`src/rtl/ysyx_22050710_mem_stage.sv`:
```
// Memory-access pipeline stage: latches one EX instruction, issues at most one data-memory
// request, aligns/extends load data and hands the result to WB; also feeds the DS bypass.
module ysyx_22050710_mem_stage #(
    parameter int unsigned WORD_WD         = 64,
    parameter int unsigned GPR_ADDR_WD     = 5,
    parameter int unsigned CSR_ADDR_WD     = 12,
    parameter int unsigned ES_TO_MS_BUS_WD = 216,
    parameter int unsigned MS_TO_WS_BUS_WD = 147,
    parameter int unsigned BYPASS_BUS_WD   = 145
) (
    input  logic                       i_clk,
    input  logic                       i_rst,
    input  logic                       i_es_to_ms_valid,
    input  logic [ES_TO_MS_BUS_WD-1:0] i_es_to_ms_bus,
    output logic                       o_ms_allowin,
    input  logic                       i_ws_allowin,
    output logic                       o_ms_to_ws_valid,
    output logic [MS_TO_WS_BUS_WD-1:0] o_ms_to_ws_bus,
    output logic                       o_dmem_req_valid,
    input  logic                       i_dmem_req_ready,
    output logic [WORD_WD-1:0]         o_dmem_addr,
    output logic                       o_dmem_wen,
    output logic [WORD_WD-1:0]         o_dmem_wdata,
    output logic [7:0]                 o_dmem_wmask,
    input  logic                       i_dmem_rsp_valid,
    input  logic [WORD_WD-1:0]         i_dmem_rdata,
    output logic [BYPASS_BUS_WD-1:0]   o_ms_to_ds_bypass_bus,
    output logic                       o_ms_load_pending
);

    // Position of mem_ren in the incoming bus; mem_wen sits just below it.
    localparam int unsigned MemRenBit = ES_TO_MS_BUS_WD - 2 - GPR_ADDR_WD - WORD_WD;

    typedef enum logic [1:0] {StIdle, StReq, StWait, StDone} state_e;

    state_e                     state_q, state_d;
    logic                       ms_valid_q;
    logic [ES_TO_MS_BUS_WD-1:0] payload_q;
    logic [WORD_WD-1:0]         hold_q;

    logic                       gpr_wen;
    logic [GPR_ADDR_WD-1:0]     rd;
    logic [WORD_WD-1:0]         alu_result;
    logic                       mem_ren;
    logic                       mem_wen;
    logic [1:0]                 mem_size;
    logic                       mem_unsigned;
    logic [WORD_WD-1:0]         store_data;
    logic                       csr_wen;
    logic [CSR_ADDR_WD-1:0]     csr;
    logic [WORD_WD-1:0]         csr_result;

    assign {gpr_wen, rd, alu_result, mem_ren, mem_wen, mem_size, mem_unsigned, store_data,
            csr_wen, csr, csr_result} = payload_q;

    logic ms_ready_go;
    logic accept;
    logic es_is_mem;
    logic [5:0] sh;
    logic [WORD_WD-1:0] raw;
    logic [WORD_WD-1:0] ld_ext;
    logic [7:0] size_mask;
    logic [WORD_WD-1:0] gpr_final_result;

    assign ms_ready_go      = (state_q == StDone);
    assign o_ms_allowin     = !ms_valid_q || (ms_ready_go && i_ws_allowin);
    assign o_ms_to_ws_valid = ms_valid_q && ms_ready_go;
    assign accept           = i_es_to_ms_valid && o_ms_allowin;
    assign es_is_mem        = i_es_to_ms_bus[MemRenBit] | i_es_to_ms_bus[MemRenBit-1];

    always_comb begin
        state_d = state_q;
        unique case (state_q)
            StIdle, StDone: begin
                if (accept) begin
                    state_d = es_is_mem ? StReq : StDone;
                end else if (o_ms_allowin) begin
                    state_d = StIdle;
                end
            end
            StReq:  if (i_dmem_req_ready) state_d = StWait;
            StWait: if (i_dmem_rsp_valid) state_d = StDone;
            default: state_d = StIdle;
        endcase
    end

    always_ff @(posedge i_clk or posedge i_rst) begin
        if (i_rst) begin
            state_q    <= StIdle;
            ms_valid_q <= 1'b0;
            payload_q  <= '0;
            hold_q     <= '0;
        end else begin
            state_q <= state_d;
            if (o_ms_allowin) begin
                ms_valid_q <= i_es_to_ms_valid;
            end
            if (accept) begin
                payload_q <= i_es_to_ms_bus;
            end
            if (state_q == StWait && i_dmem_rsp_valid && mem_ren) begin
                hold_q <= ld_ext;
            end
        end
    end

    assign sh  = {alu_result[2:0], 3'b000};
    assign raw = i_dmem_rdata >> sh;

    always_comb begin
        ld_ext    = raw;
        size_mask = 8'hFF;
        unique case (mem_size)
            2'd0: begin
                ld_ext    = {{(WORD_WD-8){~mem_unsigned & raw[7]}}, raw[7:0]};
                size_mask = 8'h01;
            end
            2'd1: begin
                ld_ext    = {{(WORD_WD-16){~mem_unsigned & raw[15]}}, raw[15:0]};
                size_mask = 8'h03;
            end
            2'd2: begin
                ld_ext    = {{(WORD_WD-32){~mem_unsigned & raw[31]}}, raw[31:0]};
                size_mask = 8'h0F;
            end
            default: begin
                ld_ext    = raw;
                size_mask = 8'hFF;
            end
        endcase
    end

    assign o_dmem_req_valid = (state_q == StReq);
    assign o_dmem_addr      = alu_result;
    assign o_dmem_wen       = mem_wen;
    assign o_dmem_wdata     = store_data << sh;
    assign o_dmem_wmask     = mem_wen ? (size_mask << alu_result[2:0]) : 8'h00;

    assign gpr_final_result = mem_ren ? hold_q : alu_result;

    assign o_ms_to_ws_bus = {gpr_wen, rd, gpr_final_result, csr_wen, csr, csr_result};

    assign o_ms_to_ds_bypass_bus = {BYPASS_BUS_WD{ms_valid_q}} &
                                   {rd & {GPR_ADDR_WD{gpr_wen}},
                                    gpr_final_result & {WORD_WD{gpr_wen}},
                                    csr & {CSR_ADDR_WD{csr_wen}},
                                    csr_result & {WORD_WD{csr_wen}}};

    assign o_ms_load_pending = ms_valid_q && mem_ren && !ms_ready_go;

endmodule

```
`config.mk`:
```
export PLATFORM = sky130hd
export DESIGN_NAME = ysyx_22050710_mem_stage
export DESIGN_NICKNAME = d
export VERILOG_FILES = /design/src/rtl/ysyx_22050710_mem_stage.sv
export SDC_FILE = /design/constraint.sdc
export NUM_CORES = 1
export LEC_CHECK = 0
export ABC_AREA = 1
export CAP_MARGIN = 0
export CELL_PAD_IN_SITES_DETAIL_PLACEMENT = 0
export CELL_PAD_IN_SITES_GLOBAL_PLACEMENT = 1
export CORE_AREA = 2 2 283 285
export DETAILED_ROUTE_END_ITERATION = 16
export DIE_AREA = 0 0 285 287
export GPL_TIMING_DRIVEN = 1
export HOLD_SLACK_MARGIN = 0.15
export PLACE_DENSITY_LB_ADDON = 0.1
export SETUP_SLACK_MARGIN = 0.2
export SLEW_MARGIN = 20
export SYNTH_ARGS = -nofsm -noshare
export SYNTH_HDL_FRONTEND = slang
export SYNTH_SLANG_ARGS = --single-unit
```
`constraint.sdc`:
```
create_clock -name i_clk -period 31.1 [get_ports i_clk]
set_input_delay 6.22 -clock i_clk [delete_from_list [all_inputs] [get_ports i_clk]]
set_output_delay 6.22 -clock i_clk [all_outputs]
set_load 0.03 [all_outputs]
```
==> impl_metrics.py <==
metrics = {
    "cts": {
        "cts_buffers": 41,
        "clkTransAtPathRegs_ps": 50,
        "cts_resized": 0,
        "cts_sinks": 283,
        "ctsHoldBuffers": 0,
        "clock_latency_ps": 580,
        "ctsLongestPathBuffers": 3,
        "cts-htree-levels": 2,
        "root_buffer": "clkbuf_16",
        "post_cts_buffers": 0,
        "cts_tree": "yes",
    },
    "global_route": {
        "grt_overflow": 0,
        "grt_pass1_vias": 18459,
        "grt_pass1_wl_um": 125000,
        "antenna_found_initial": 16,
        "grt_max_degree": 173,
        "grt_usage": 0.204,
    },
    "logic_synthesis": {
        "ys_seq_elements": 283,
        "muxShareOfSynthArea": 0.0103,
        "synth_area_um2": 17500,
        "synth_compound_area_frac": 0.122,
        "synth_nets": 2903,
        "synth_adder_area_share": 0.00214,
        "synth_simple_gate_area_frac": 0.287,
        "ys_types": 35,
        "synth-xor-area-share": 0,
        "syn_area_per_cell_um2": 6.70,
        "postSynthCellCount": 2614,
        "synth_top_family_by_area": "simple AND/OR/NAND/NOR gates",
        "yosys_warnings": 0,
        "ys_seq_area_frac": 0.404,
    },
    "sta": {
        "slew_violations": 0,
        "finalHoldViolations": 0,
        "worst_pin_slew_ps": 1110,
        "min_period_ps": 13870,
        "fin_crit_sh": 0.446,
        "fin_skew_ps": 28.0,
        "tns_ps": 0,
        "setup_viol": 0,
        "slew_headroom": 0.262,
        "fmax_mhz": 72.1,
        "hold_ws_ps": 469,
        "rsz0062_at_grt": "no",
    },
    "critical_path": {
        "crit_type": "in -> out",
        "crit_slowest_cell": "clkdlybuf4s50_1",
        "path_max_fanout": 3,
        "required_ps": 24880,
        "cp-start-kind": "input pin",
        "cp_top_family": "buffers and inverters",
        "cpPeakStageDelay_ps": 700,
        "path_buf_inv": 2,
        "path_cells": "clkdlybuf4s50_1 > nand2_1 > nand2_1 > clkdlybuf4s50_1",
        "arrival_ps": 7650,
        "end_kind": "primary output",
    },
    "placed_design": {
        "postPlaceCellArea_um2": 24300,
        "place_hpwl_um": 64800,
        "portBuffers": 718,
        "gp_congestion": 0.838,
    },
    "routing": {
        "drtPass1Iterations": 5,
        "routed_wl_um": 86300,
        "dr_total_vias": 17951,
        "drt_iter0_drc": 940,
        "drtAntennaViolNets": 0,
        "wl_per_cell_um": 20.7,
        "vias_per_cell": 4.31,
        "drcViolationCount": 0,
    },
    "die": {
        "die_height_um": 287,
        "core_um2": 78600,
        "rows": 103,
        "dieArea_um2": 81800,
        "die_x_um": 285,
        "ios": 719,
        "initial_utilization": 0.223,
    },
    "finish": {
        "fin_area_um2": 25700,
        "area_growth_pct": 46.6,
        "n_fill_cell": 8601,
        "final_layout_size_suffix_gt1_frac": 0.0376,
        "nets": 3372,
    },
    "hold_path": {
        "worstHoldPathType": "reg -> reg",
    },
    "power": {
        "p_leak_nw": 11.9,
        "p_int_mw": 1.63,
        "swShare": 0.530,
        "ir_worst_vdd_mv": 0.0630,
        "power_frac_comb": 0.663,
        "pwr_density_cell_nw_per_um2": 135,
        "p_total_mw": 3.47,
        "seqPwrFrac": 0.196,
        "clkPwrFrac": 0.140,
        "p_sw_mw": 1.84,
    },
    "run": {
        "cap_violations": 0,
    },
    "status": {
        "status": "finished, final reports clean",
    },
}
[path summary, 6_finish.rpt]
path	startpoint	to	slack (ps)	cells past startpoint
worst max-delay path	i_ws_allowin	o_ms_allowin	17230	4
worst min-delay path	hold_q[6]	hold_q[6]	470	2
worst max register to register	payload_q[146]	hold_q[50]	27010	11
worst min register to register	hold_q[6]	hold_q[6]	470	2
max in group asynchronous	i_rst	payload_q[192]	22030	5
min in group asynchronous	i_rst	payload_q[65]	6100	2
[final cells by class]
cell class / instances / area [um^2] / area share
clock buffer: 63 / 1220 / 0.0475
multi-input combinational: 1710 / 7410 / 0.289
antenna: 4 / 10.0 / 0.000390
inverter: 313 / 1190 / 0.0464
sequential: 283 / 7090 / 0.276
clock inverter: 10 / 131 / 0.00511
tap: 1050 / 1310 / 0.0511
timing repair buffer: 734 / 7310 / 0.285
[placed cells by master (no fill, tap or decap), types with 2 or more instances in the layout]
master / netlist / routed
dfrtp_4: 0 / 3
nand3_1: 83 / 83
clkbuf_16: 0 / 43
nand2_4: 2 / 4
inv_1: 305 / 304
a21oi_1: 21 / 21
nor2_1: 280 / 280
nand3_2: 3 / 2
o21ai_1: 13 / 13
or2_2: 16 / 16
clkinv_2: 0 / 5
nor3_1: 2 / 2
nand2_2: 3 / 3
o21a_1: 7 / 7
clkdlybuf4s50_1: 0 / 718
nand3_4: 1 / 2
o31ai_1: 4 / 4
diode_2: 0 / 4
buf_4: 157 / 15
inv_2: 5 / 5
o22a_1: 2 / 2
o211ai_1: 22 / 22
o22ai_1: 8 / 8
o21ai_0: 326 / 326
nand2_1: 890 / 888
dfrtp_1: 283 / 279
clkbuf_8: 0 / 7
bufinv_16: 0 / 3
inv_8: 0 / 2
mux2i_1: 18 / 18
ha_1: 3 / 3
clkbuf_1: 80 / 13
[metrics by stage]
stage,worst slack [ps],cells,util
3_3_place_gp,17230,4090,0.309
2_1_floorplan,17070,2614,-
3_5_place_dp,17240,4090,0.309
6_report,17230,4167,0.327
5_1_grt,17200,4167,0.327
4_1_cts,17240,4163,0.327
[cells in the mapped netlist, drive strengths merged]
cell type,count,area [um^2]
and2,1,6.26
inv,311,1170
nand3,87,463
dfrtp,283,7080
nor2,282,1070
buf,228,1570
nor3,2,10.0
o22ai,8,50.1
o21a,7,52.6
mux2i,18,180
o221ai,1,8.76
clkinv,2,7.51
o21ai,339,1700
or2,16,100
a22o,1,8.76
clkbuf,80,300
ha,3,37.5
a21o,1,7.51
a21oi,21,105
nand2,895,3380
o22a,2,17.5
o211ai,22,165
o31ai,4,30.0
[power groups by stage]
stage          Sequential [mW]  Combinational (mW)  Clock, mW
6_report                 0.681                2.30      0.487
5_1_grt                  0.707                2.48      0.517
4_1_cts                  0.684                2.34      0.504
3_5_place_dp             0.687                2.33          0
3_3_place_gp             0.684                2.33          0
2_1_floorplan            0.624                1.53          0
[tightest hold or removal path: cells and delay by family (launching register included)]
family | cells | cell delay (ps)
flip-flops | 1 | 330
AND/OR/NAND/NOR | 2 | 110
[logic make-up (layout without fill, tap and decap cells)]
family | after synthesis | after routing
and+or+nand+nor | 1283 | 1283
buffers and inverters | 621 | 1120
AOI/OAI and AO/OA | 406 | 406
DFF | 283 | 283
muxes | 18 | 18
adders and majority gates | 3 | 3
other | 0 | 4
[routing by layer]
layer	vias to the layer above	track usage	wire length, um
met5	-	0	134
met4	22	0.0478	1720
met3	107	0.0571	5890
met2	496	0.366	43800
met1	8538	0.240	34700
li1	8788	-	-
[registers in the layout, indices dropped and copies added (netlist names)]
signal	flops
payload_q	216
hold_q	64
state_q	2
ms_valid_q	1
Power figures use the tool's default switching activity.
